===== src/rtl/dmem_arb_pkg.sv =====
// dmem_arbiter shared types: FSM states, port owner, default lock bound.
// Imported by the arbiter, its lock timer and the bus interface users.
package dmem_arb_pkg;

  typedef enum logic [1:0] {
    IDLE,
    LOCKED,
    COOLDOWN
  } arb_state_t;

  typedef enum logic [1:0] {
    NONE,
    CPU,
    LDR
  } owner_t;

  localparam int MAX_LOCK_DEFAULT = 8;

endpackage


===== src/rtl/dmem_arbiter_if.sv =====
// Bus bundle between CPU port, loader port and the data memory.
// slave = arbiter view, master = environment (CPU, loader, memory).
interface dmem_arbiter_if #(
  parameter int N = 32,
  parameter int A = 32
);

  logic         cpu_req;
  logic         cpu_we;
  logic [A-1:0] cpu_adr;
  logic [N-1:0] cpu_wd;
  logic [N-1:0] cpu_rd;
  logic         cpu_stall;

  logic         ldr_req;
  logic         ldr_we;
  logic         ldr_lock;
  logic [A-1:0] ldr_adr;
  logic [N-1:0] ldr_wd;
  logic [N-1:0] ldr_rd;
  logic         ldr_ack;

  logic         mem_we;
  logic [A-1:0] mem_adr;
  logic [N-1:0] mem_wd;
  logic [N-1:0] mem_rd;

  modport slave (
    input  cpu_req, cpu_we, cpu_adr, cpu_wd,
    input  ldr_req, ldr_we, ldr_lock, ldr_adr, ldr_wd,
    input  mem_rd,
    output cpu_rd, cpu_stall,
    output ldr_rd, ldr_ack,
    output mem_we, mem_adr, mem_wd
  );

  modport master (
    output cpu_req, cpu_we, cpu_adr, cpu_wd,
    output ldr_req, ldr_we, ldr_lock, ldr_adr, ldr_wd,
    output mem_rd,
    input  cpu_rd, cpu_stall,
    input  ldr_rd, ldr_ack,
    input  mem_we, mem_adr, mem_wd
  );

endinterface


===== src/rtl/dmem_arb_lock_timer.sv =====
// Counts loader-exclusive cycles; expired flags the cycle whose
// increment would reach MAX_LOCK, i.e. the last one allowed.
module dmem_arb_lock_timer
  import dmem_arb_pkg::*;
#(
  parameter int MAX_LOCK = MAX_LOCK_DEFAULT
) (
  input  logic clk,
  input  logic reset,
  input  logic load,
  input  logic inc,
  input  logic clr,
  output logic expired
);

  localparam int W = $clog2(MAX_LOCK + 1);

  logic [W-1:0] cnt_q;
  logic [W-1:0] cnt_d;

  // clear beats load beats increment
  always_comb begin
    cnt_d = cnt_q;
    if (clr) begin
      cnt_d = '0;
    end else if (load) begin
      cnt_d = W'(1);
    end else if (inc) begin
      cnt_d = cnt_q + W'(1);
    end
  end

  // counter register
  always_ff @(posedge clk) begin
    if (reset) begin
      cnt_q <= '0;
    end else begin
      cnt_q <= cnt_d;
    end
  end

  assign expired = ((cnt_q + W'(1)) == W'(MAX_LOCK));

endmodule


===== src/rtl/dmem_arbiter.sv =====
// Data-memory arbiter between CPU port and loader/debug port.
// DMEM_ARB_RR_EN: round-robin IDLE contention, else CPU fixed priority.
module dmem_arbiter
  import dmem_arb_pkg::*;
#(
  parameter int N        = 32,
  parameter int A        = 32,
  parameter int MAX_LOCK = MAX_LOCK_DEFAULT
) (
  input logic            clk,
  input logic            reset,
  dmem_arbiter_if.slave  bus
);

  arb_state_t   state_q;
  arb_state_t   state_d;
  owner_t       gnt;
  logic         t_load;
  logic         t_inc;
  logic         t_clr;
  logic         expired;
  logic         we_mux;
  logic [A-1:0] adr_mux;
  logic [N-1:0] wd_mux;

`ifdef DMEM_ARB_RR_EN
  owner_t rr_last_q;
  owner_t rr_last_d;
`endif

  dmem_arb_lock_timer #(
    .MAX_LOCK (MAX_LOCK)
  ) u_timer (
    .clk     (clk),
    .reset   (reset),
    .load    (t_load),
    .inc     (t_inc),
    .clr     (t_clr),
    .expired (expired)
  );

  // grant from registered state and live requests
  always_comb begin
    gnt = NONE;
    if (!reset) begin
      unique case (state_q)
        IDLE: begin
          if (bus.cpu_req && bus.ldr_req) begin
`ifdef DMEM_ARB_RR_EN
            gnt = (rr_last_q == CPU) ? LDR : CPU;
`else
            gnt = CPU;
`endif
          end else if (bus.cpu_req) begin
            gnt = CPU;
          end else if (bus.ldr_req) begin
            gnt = LDR;
          end
        end
        LOCKED: begin
          if (bus.ldr_req) gnt = LDR;
        end
        COOLDOWN: begin
          if (bus.cpu_req) begin
            gnt = CPU;
          end else if (bus.ldr_req) begin
            gnt = LDR;
          end
        end
        default: gnt = NONE;
      endcase
    end
  end

  // next state; lock release wins over timeout
  always_comb begin
    state_d = state_q;
    t_load  = 1'b0;
    t_inc   = 1'b0;
    t_clr   = 1'b0;
    unique case (state_q)
      IDLE: begin
        if (gnt == LDR && bus.ldr_lock) begin
          state_d = LOCKED;
          t_load  = 1'b1;
        end
      end
      LOCKED: begin
        t_inc = 1'b1;
        if (!bus.ldr_lock) begin
          state_d = IDLE;
          t_clr   = 1'b1;
        end else if (expired) begin
          state_d = COOLDOWN;
          t_clr   = 1'b1;
        end
      end
      COOLDOWN: state_d = IDLE;
      default:  state_d = IDLE;
    endcase
  end

`ifdef DMEM_ARB_RR_EN
  // remember the last winner
  always_comb begin
    rr_last_d = rr_last_q;
    if (gnt != NONE) rr_last_d = gnt;
  end
`endif

  // state registers
  always_ff @(posedge clk) begin
    if (reset) begin
      state_q   <= IDLE;
`ifdef DMEM_ARB_RR_EN
      rr_last_q <= LDR;
`endif
    end else begin
      state_q   <= state_d;
`ifdef DMEM_ARB_RR_EN
      rr_last_q <= rr_last_d;
`endif
    end
  end

  // memory-side mux driven by the winner
  always_comb begin
    we_mux  = 1'b0;
    adr_mux = '0;
    wd_mux  = '0;
    unique case (gnt)
      CPU: begin
        we_mux  = bus.cpu_we;
        adr_mux = bus.cpu_adr;
        wd_mux  = bus.cpu_wd;
      end
      LDR: begin
        we_mux  = bus.ldr_we;
        adr_mux = bus.ldr_adr;
        wd_mux  = bus.ldr_wd;
      end
      default: ;
    endcase
  end

  assign bus.mem_we    = we_mux;
  assign bus.mem_adr   = adr_mux;
  assign bus.mem_wd    = wd_mux;
  assign bus.cpu_rd    = bus.mem_rd;
  assign bus.ldr_rd    = bus.mem_rd;
  assign bus.cpu_stall = bus.cpu_req & (gnt != CPU);
  assign bus.ldr_ack   = (gnt == LDR);

endmodule


===== src/flat_wrapper.sv =====
// flat-port wrapper written by rule: the top's interface ports become plain ports
module dmem_arbiter_flat import dmem_arb_pkg::*;
#(
  parameter int N        = 32,
  parameter int A        = 32,
  parameter int MAX_LOCK = MAX_LOCK_DEFAULT
)
  (clk, reset, bus_cpu_req, bus_cpu_we, bus_cpu_adr, bus_cpu_wd, bus_ldr_req, bus_ldr_we, bus_ldr_lock, bus_ldr_adr, bus_ldr_wd, bus_mem_rd, bus_cpu_rd, bus_cpu_stall, bus_ldr_rd, bus_ldr_ack, bus_mem_we, bus_mem_adr, bus_mem_wd);
  dmem_arbiter_if #(.N(N), .A(A)) bus_i ();
  input logic clk;
  input logic reset;
  input wire logic [$bits(bus_i.cpu_req)-1:0] bus_cpu_req;
  input wire logic [$bits(bus_i.cpu_we)-1:0] bus_cpu_we;
  input wire logic [$bits(bus_i.cpu_adr)-1:0] bus_cpu_adr;
  input wire logic [$bits(bus_i.cpu_wd)-1:0] bus_cpu_wd;
  input wire logic [$bits(bus_i.ldr_req)-1:0] bus_ldr_req;
  input wire logic [$bits(bus_i.ldr_we)-1:0] bus_ldr_we;
  input wire logic [$bits(bus_i.ldr_lock)-1:0] bus_ldr_lock;
  input wire logic [$bits(bus_i.ldr_adr)-1:0] bus_ldr_adr;
  input wire logic [$bits(bus_i.ldr_wd)-1:0] bus_ldr_wd;
  input wire logic [$bits(bus_i.mem_rd)-1:0] bus_mem_rd;
  output wire logic [$bits(bus_i.cpu_rd)-1:0] bus_cpu_rd;
  output wire logic [$bits(bus_i.cpu_stall)-1:0] bus_cpu_stall;
  output wire logic [$bits(bus_i.ldr_rd)-1:0] bus_ldr_rd;
  output wire logic [$bits(bus_i.ldr_ack)-1:0] bus_ldr_ack;
  output wire logic [$bits(bus_i.mem_we)-1:0] bus_mem_we;
  output wire logic [$bits(bus_i.mem_adr)-1:0] bus_mem_adr;
  output wire logic [$bits(bus_i.mem_wd)-1:0] bus_mem_wd;
  assign bus_i.cpu_req = bus_cpu_req;
  assign bus_i.cpu_we = bus_cpu_we;
  assign bus_i.cpu_adr = bus_cpu_adr;
  assign bus_i.cpu_wd = bus_cpu_wd;
  assign bus_i.ldr_req = bus_ldr_req;
  assign bus_i.ldr_we = bus_ldr_we;
  assign bus_i.ldr_lock = bus_ldr_lock;
  assign bus_i.ldr_adr = bus_ldr_adr;
  assign bus_i.ldr_wd = bus_ldr_wd;
  assign bus_i.mem_rd = bus_mem_rd;
  assign bus_cpu_rd = bus_i.cpu_rd;
  assign bus_cpu_stall = bus_i.cpu_stall;
  assign bus_ldr_rd = bus_i.ldr_rd;
  assign bus_ldr_ack = bus_i.ldr_ack;
  assign bus_mem_we = bus_i.mem_we;
  assign bus_mem_adr = bus_i.mem_adr;
  assign bus_mem_wd = bus_i.mem_wd;
  dmem_arbiter #(.N(N), .A(A), .MAX_LOCK(MAX_LOCK)) u_core (.clk(clk), .reset(reset), .bus(bus_i));
endmodule

===== config.mk =====
export PLATFORM = sky130hd
export DESIGN_NAME = dmem_arbiter_flat
export DESIGN_NICKNAME = d
export VERILOG_FILES = /design/src/rtl/dmem_arb_pkg.sv /design/src/rtl/dmem_arbiter_if.sv /design/src/rtl/dmem_arb_lock_timer.sv /design/src/rtl/dmem_arbiter.sv /design/src/flat_wrapper.sv
export SDC_FILE = /design/constraint.sdc
export NUM_CORES = 1
export LEC_CHECK = 0
export BUFFER_PORTS_ARGS = -buffer_cell sky130_fd_sc_hd__buf_4
export CAP_MARGIN = 10
export CORE_AREA = 4 4 114 116
export CTS_CLUSTER_SIZE = 12
export DETAILED_ROUTE_END_ITERATION = 12
export DIE_AREA = 0 0 118 120
export SYNTH_ARGS = -nofsm -noshare
export SYNTH_HDL_FRONTEND = slang
export SYNTH_SLANG_ARGS = --single-unit

===== constraint.sdc =====
create_clock -name clk -period 1.43 [get_ports clk]
set_input_delay 0.0715 -clock clk [delete_from_list [all_inputs] [get_ports clk]]
set_output_delay 0.0715 -clock clk [all_outputs]
set_load 0.02 [all_outputs]

==> results_dict.tcl <==
set metrics [dict create \
    yosys.area.top_type "a22oi_1" \
    cts_made_buffers 3 \
    drt.antenna.violating_nets 0 \
    r2r-start "u_core.state_q[1]$_SDFFE_PP0P_" \
    drive_gt1_share_pct 92.0 \
    fp.coreArea_um2 11900 \
    grt_max_degree 30 \
    maxCapViolCount 0 \
    globalRouteMet3Util_pct 2.83 \
    diodes 0 \
    port_buffers 201 \
    skew_ps 3.68 \
    drc_errors 0 \
    cp_slowest_stage_delay_ps 310 \
    cts_tree "yes" \
    synth_area_um2 1720 \
    first_pass_iters 4 \
    synth_top_family_by_area "buffers and inverters" \
    holdWs_ps 143 \
    crit_path_start_kind "flop" \
    htreeDepth 1 \
    die-height_um 120 \
    yosys-top-cells-area "a22oi_1 28%, buf_4 28%, nor2_1 15%" \
    final.setup.tns_ps -27710 \
    powerDensity_nw_per_um2 430 \
    cp_max_fo 29 \
    nNetsFinal 587 \
    fin_util_pct 37.4 \
    slew_headroom_pct 79.5 \
    vias 2452 \
    drv_slew 0 \
    pre_cts_ws_ps -245 \
    use_met1_pct 12.3 \
    hold_start "bus_mem_rd[13]" \
    placedCellCount 553 \
    routed_wl_um 8770 \
    postCtsHoldBufs 0 \
    fmax_mhz 529 \
    die_area_um2 14200 \
    grtUsageTotal_pct 11.4 \
    seq_area_frac_synth_pct 6.99 \
    synth_cells 262 \
    grt_pass1_vias 2594 \
    grt_pass1_wl_um 13500 \
    place_congestion 0.830 \
    grt_antenna_before_repair 0 \
    violations "negative setup slack" \
    cts.sinks 6 \
    status "finished, violations left" \
    final_common_cell "buf_4" \
    grt_busiest_layer "met2" \
    fin_area_um2 4460 \
    dp_hpwl_um 7440 \
    syn_to_final_growth_pct 159 \
    r2r_slack_ps -10 \
    hold_violations 0 \
    worstPathArrival_ps 1820 \
    tightest_slew_ps 306 \
    dpl-instance-area_um2 4030 \
    finalPower_mw 1.92 \
    final_cell_mix "155 x buf_4, 61 x nor2_4, 61 x buf_6, 60 x a22oi_2, 17 x buf_12" \
    synth-simple-area-share_pct 21.8 \
    cellLeakagePower_nw 1.68 \
    clock_latency_ps 230 \
    synth.net_count 433 \
    crit_slowest_cell "dfxtp_2" \
    final_cells 561 \
    min_to "bus_cpu_rd[13]" \
    syn_area_per_cell_um2 6.56 \
    cts_buffer_depth 2 \
    r2r_cells 8 \
    ir_worst_vdd_v 0.000733 \
    ioPinCount 298 \
    synth_cell_types 29 \
    clockRootBuffer "clkbuf_16" \
    min_path_type "input pin to output port" \
    r2r_end "u_core.u_timer.cnt_q[2]$_SDFFE_PP0N_" \
    rsz0062_at_grt "yes" \
    initial_core_util_pct 14.4 \
    row_count 40 \
    fin_crit_ps 1890 \
    cts.clk_slew.worst_paths_ps 30 \
    cp_cell_sequence "nand2b_4, o21ai_2, nand3b_1, inv_2, ha_4, buf_12, a22oi_2, nor2_4, buf_6" \
    synth_seq_cells 6 \
    setup_ws_ps -462 \
    synth_fa_ha_area_share_pct 2.91 \
    yosysTopAreaCellShare_pct 28.4 \
    vias_per_cell 4.37 \
    crit_type "flop to output port" \
    die_x_um 118 \
    end_kind "output port" \
    avgRoutedWirePerCell_um 15.6 \
    ys_warn_count 0 \
    synth_compound_area_share_pct 33.7 \
    required_ps 1360 \
    grtUsageMet2_pct 22.6 \
    synth-xor-area-share_pct 0 \
    hold_depth 0 \
    muxShareOfSynthArea_pct 0 \
    fin_crit_sh_pct 132 \
    grt_overflow 0 \
    setup_viol 69 \
    drtIter0Drc 86 \
]
## metal layers
metal / part of all wire [%] / wire [um]
met5: 0 / 0
met3: 8.2 / 716
met2: 56 / 4910
met1: 35 / 3070
met4: 0.91 / 80
## power by group
group	total, mW	internal (mW)	switching [mW]
clock network	0.449	0.359	0.0909
registers	0.172	0.171	0.00194
logic	1.30	0.691	0.606
total	1.92	1.22	0.698
## cells by family (layout without fill, tap and decap cells)
logic type,count (synthesis),count (layout)
buf+inv,90,242
flops,6,6
simple gates,85,85
fa+ha+maj,4,4
compound gates,77,77
## registers in the layout, summed over array words and instances, names as in the netlist
signal                count
u_core.u_timer.cnt_q      4
u_core.state_q            2
## timing repair
| action | in CTS | in global routing |
|---|---|---|
| buffers inserted | 6 | 0 |
| resized for setup | 53 | 25 |
| pin swaps | 18 | 11 |
| endpoints found under the setup margin | 70 | 72 |
## worst max-delay path, delay by kind of cell (launching register included)
| kind | cells | cell delay (ps) |
|---|---|---|
| buf+inv | 3 | 450 |
| compound gates | 2 | 190 |
| simple gates | 3 | 430 |
| flops | 1 | 310 |
| fa+ha+maj | 1 | 180 |
## synthesized netlist by cell type (all sizes together)
library cell and n:
nor2b 3, o21a 1, nor2 68, o21ai 2, nand4b 1, a31oi 1, nor3b 1, buf 78
a22oi 65, ha 4, nand2 3, a21oi 3, a31o 1, a211oi 2, and2 1, nor4 1
clkbuf 7, a221o 1, inv 5, a21bo 1, dfxtp 6, nand3b 3, nor3 2, nand2b 2
## how the worst max path moves through the flow
stage | slack (ps) | startpoint | endpoint | depth (start not counted)
2_1_floorplan | -80 | u_core.state_q[1]$_SDFFE_PP0P_ | bus_mem_adr[10] | 9
3_3_place_gp | -200 | u_core.state_q[1]$_SDFFE_PP0P_ | bus_mem_adr[5] | 9
3_5_place_dp | -250 | u_core.state_q[1]$_SDFFE_PP0P_ | bus_mem_adr[22] | 8
4_1_cts | -480 | u_core.state_q[1]$_SDFFE_PP0P_ | bus_mem_adr[31] | 8
5_1_grt | -570 | u_core.state_q[0]$_SDFFE_PP0P_ | bus_mem_adr[9] | 9
6_report | -460 | u_core.state_q[1]$_SDFFE_PP0P_ | bus_mem_adr[4] | 9
## area by class of cell
| cell class | count | area (um^2) |
|---|---|---|
| Inverter | 5 | 18.8 |
| Multi-Input combinational cell | 166 | 1850 |
| Tap cell | 147 | 184 |
| Timing Repair Buffer | 234 | 2210 |
| Fill cell | 1193 | 7450 |
| Sequential cell | 6 | 123 |
| Clock buffer | 3 | 75.1 |
No activity file was read; power rests on OpenSTA's default activity.
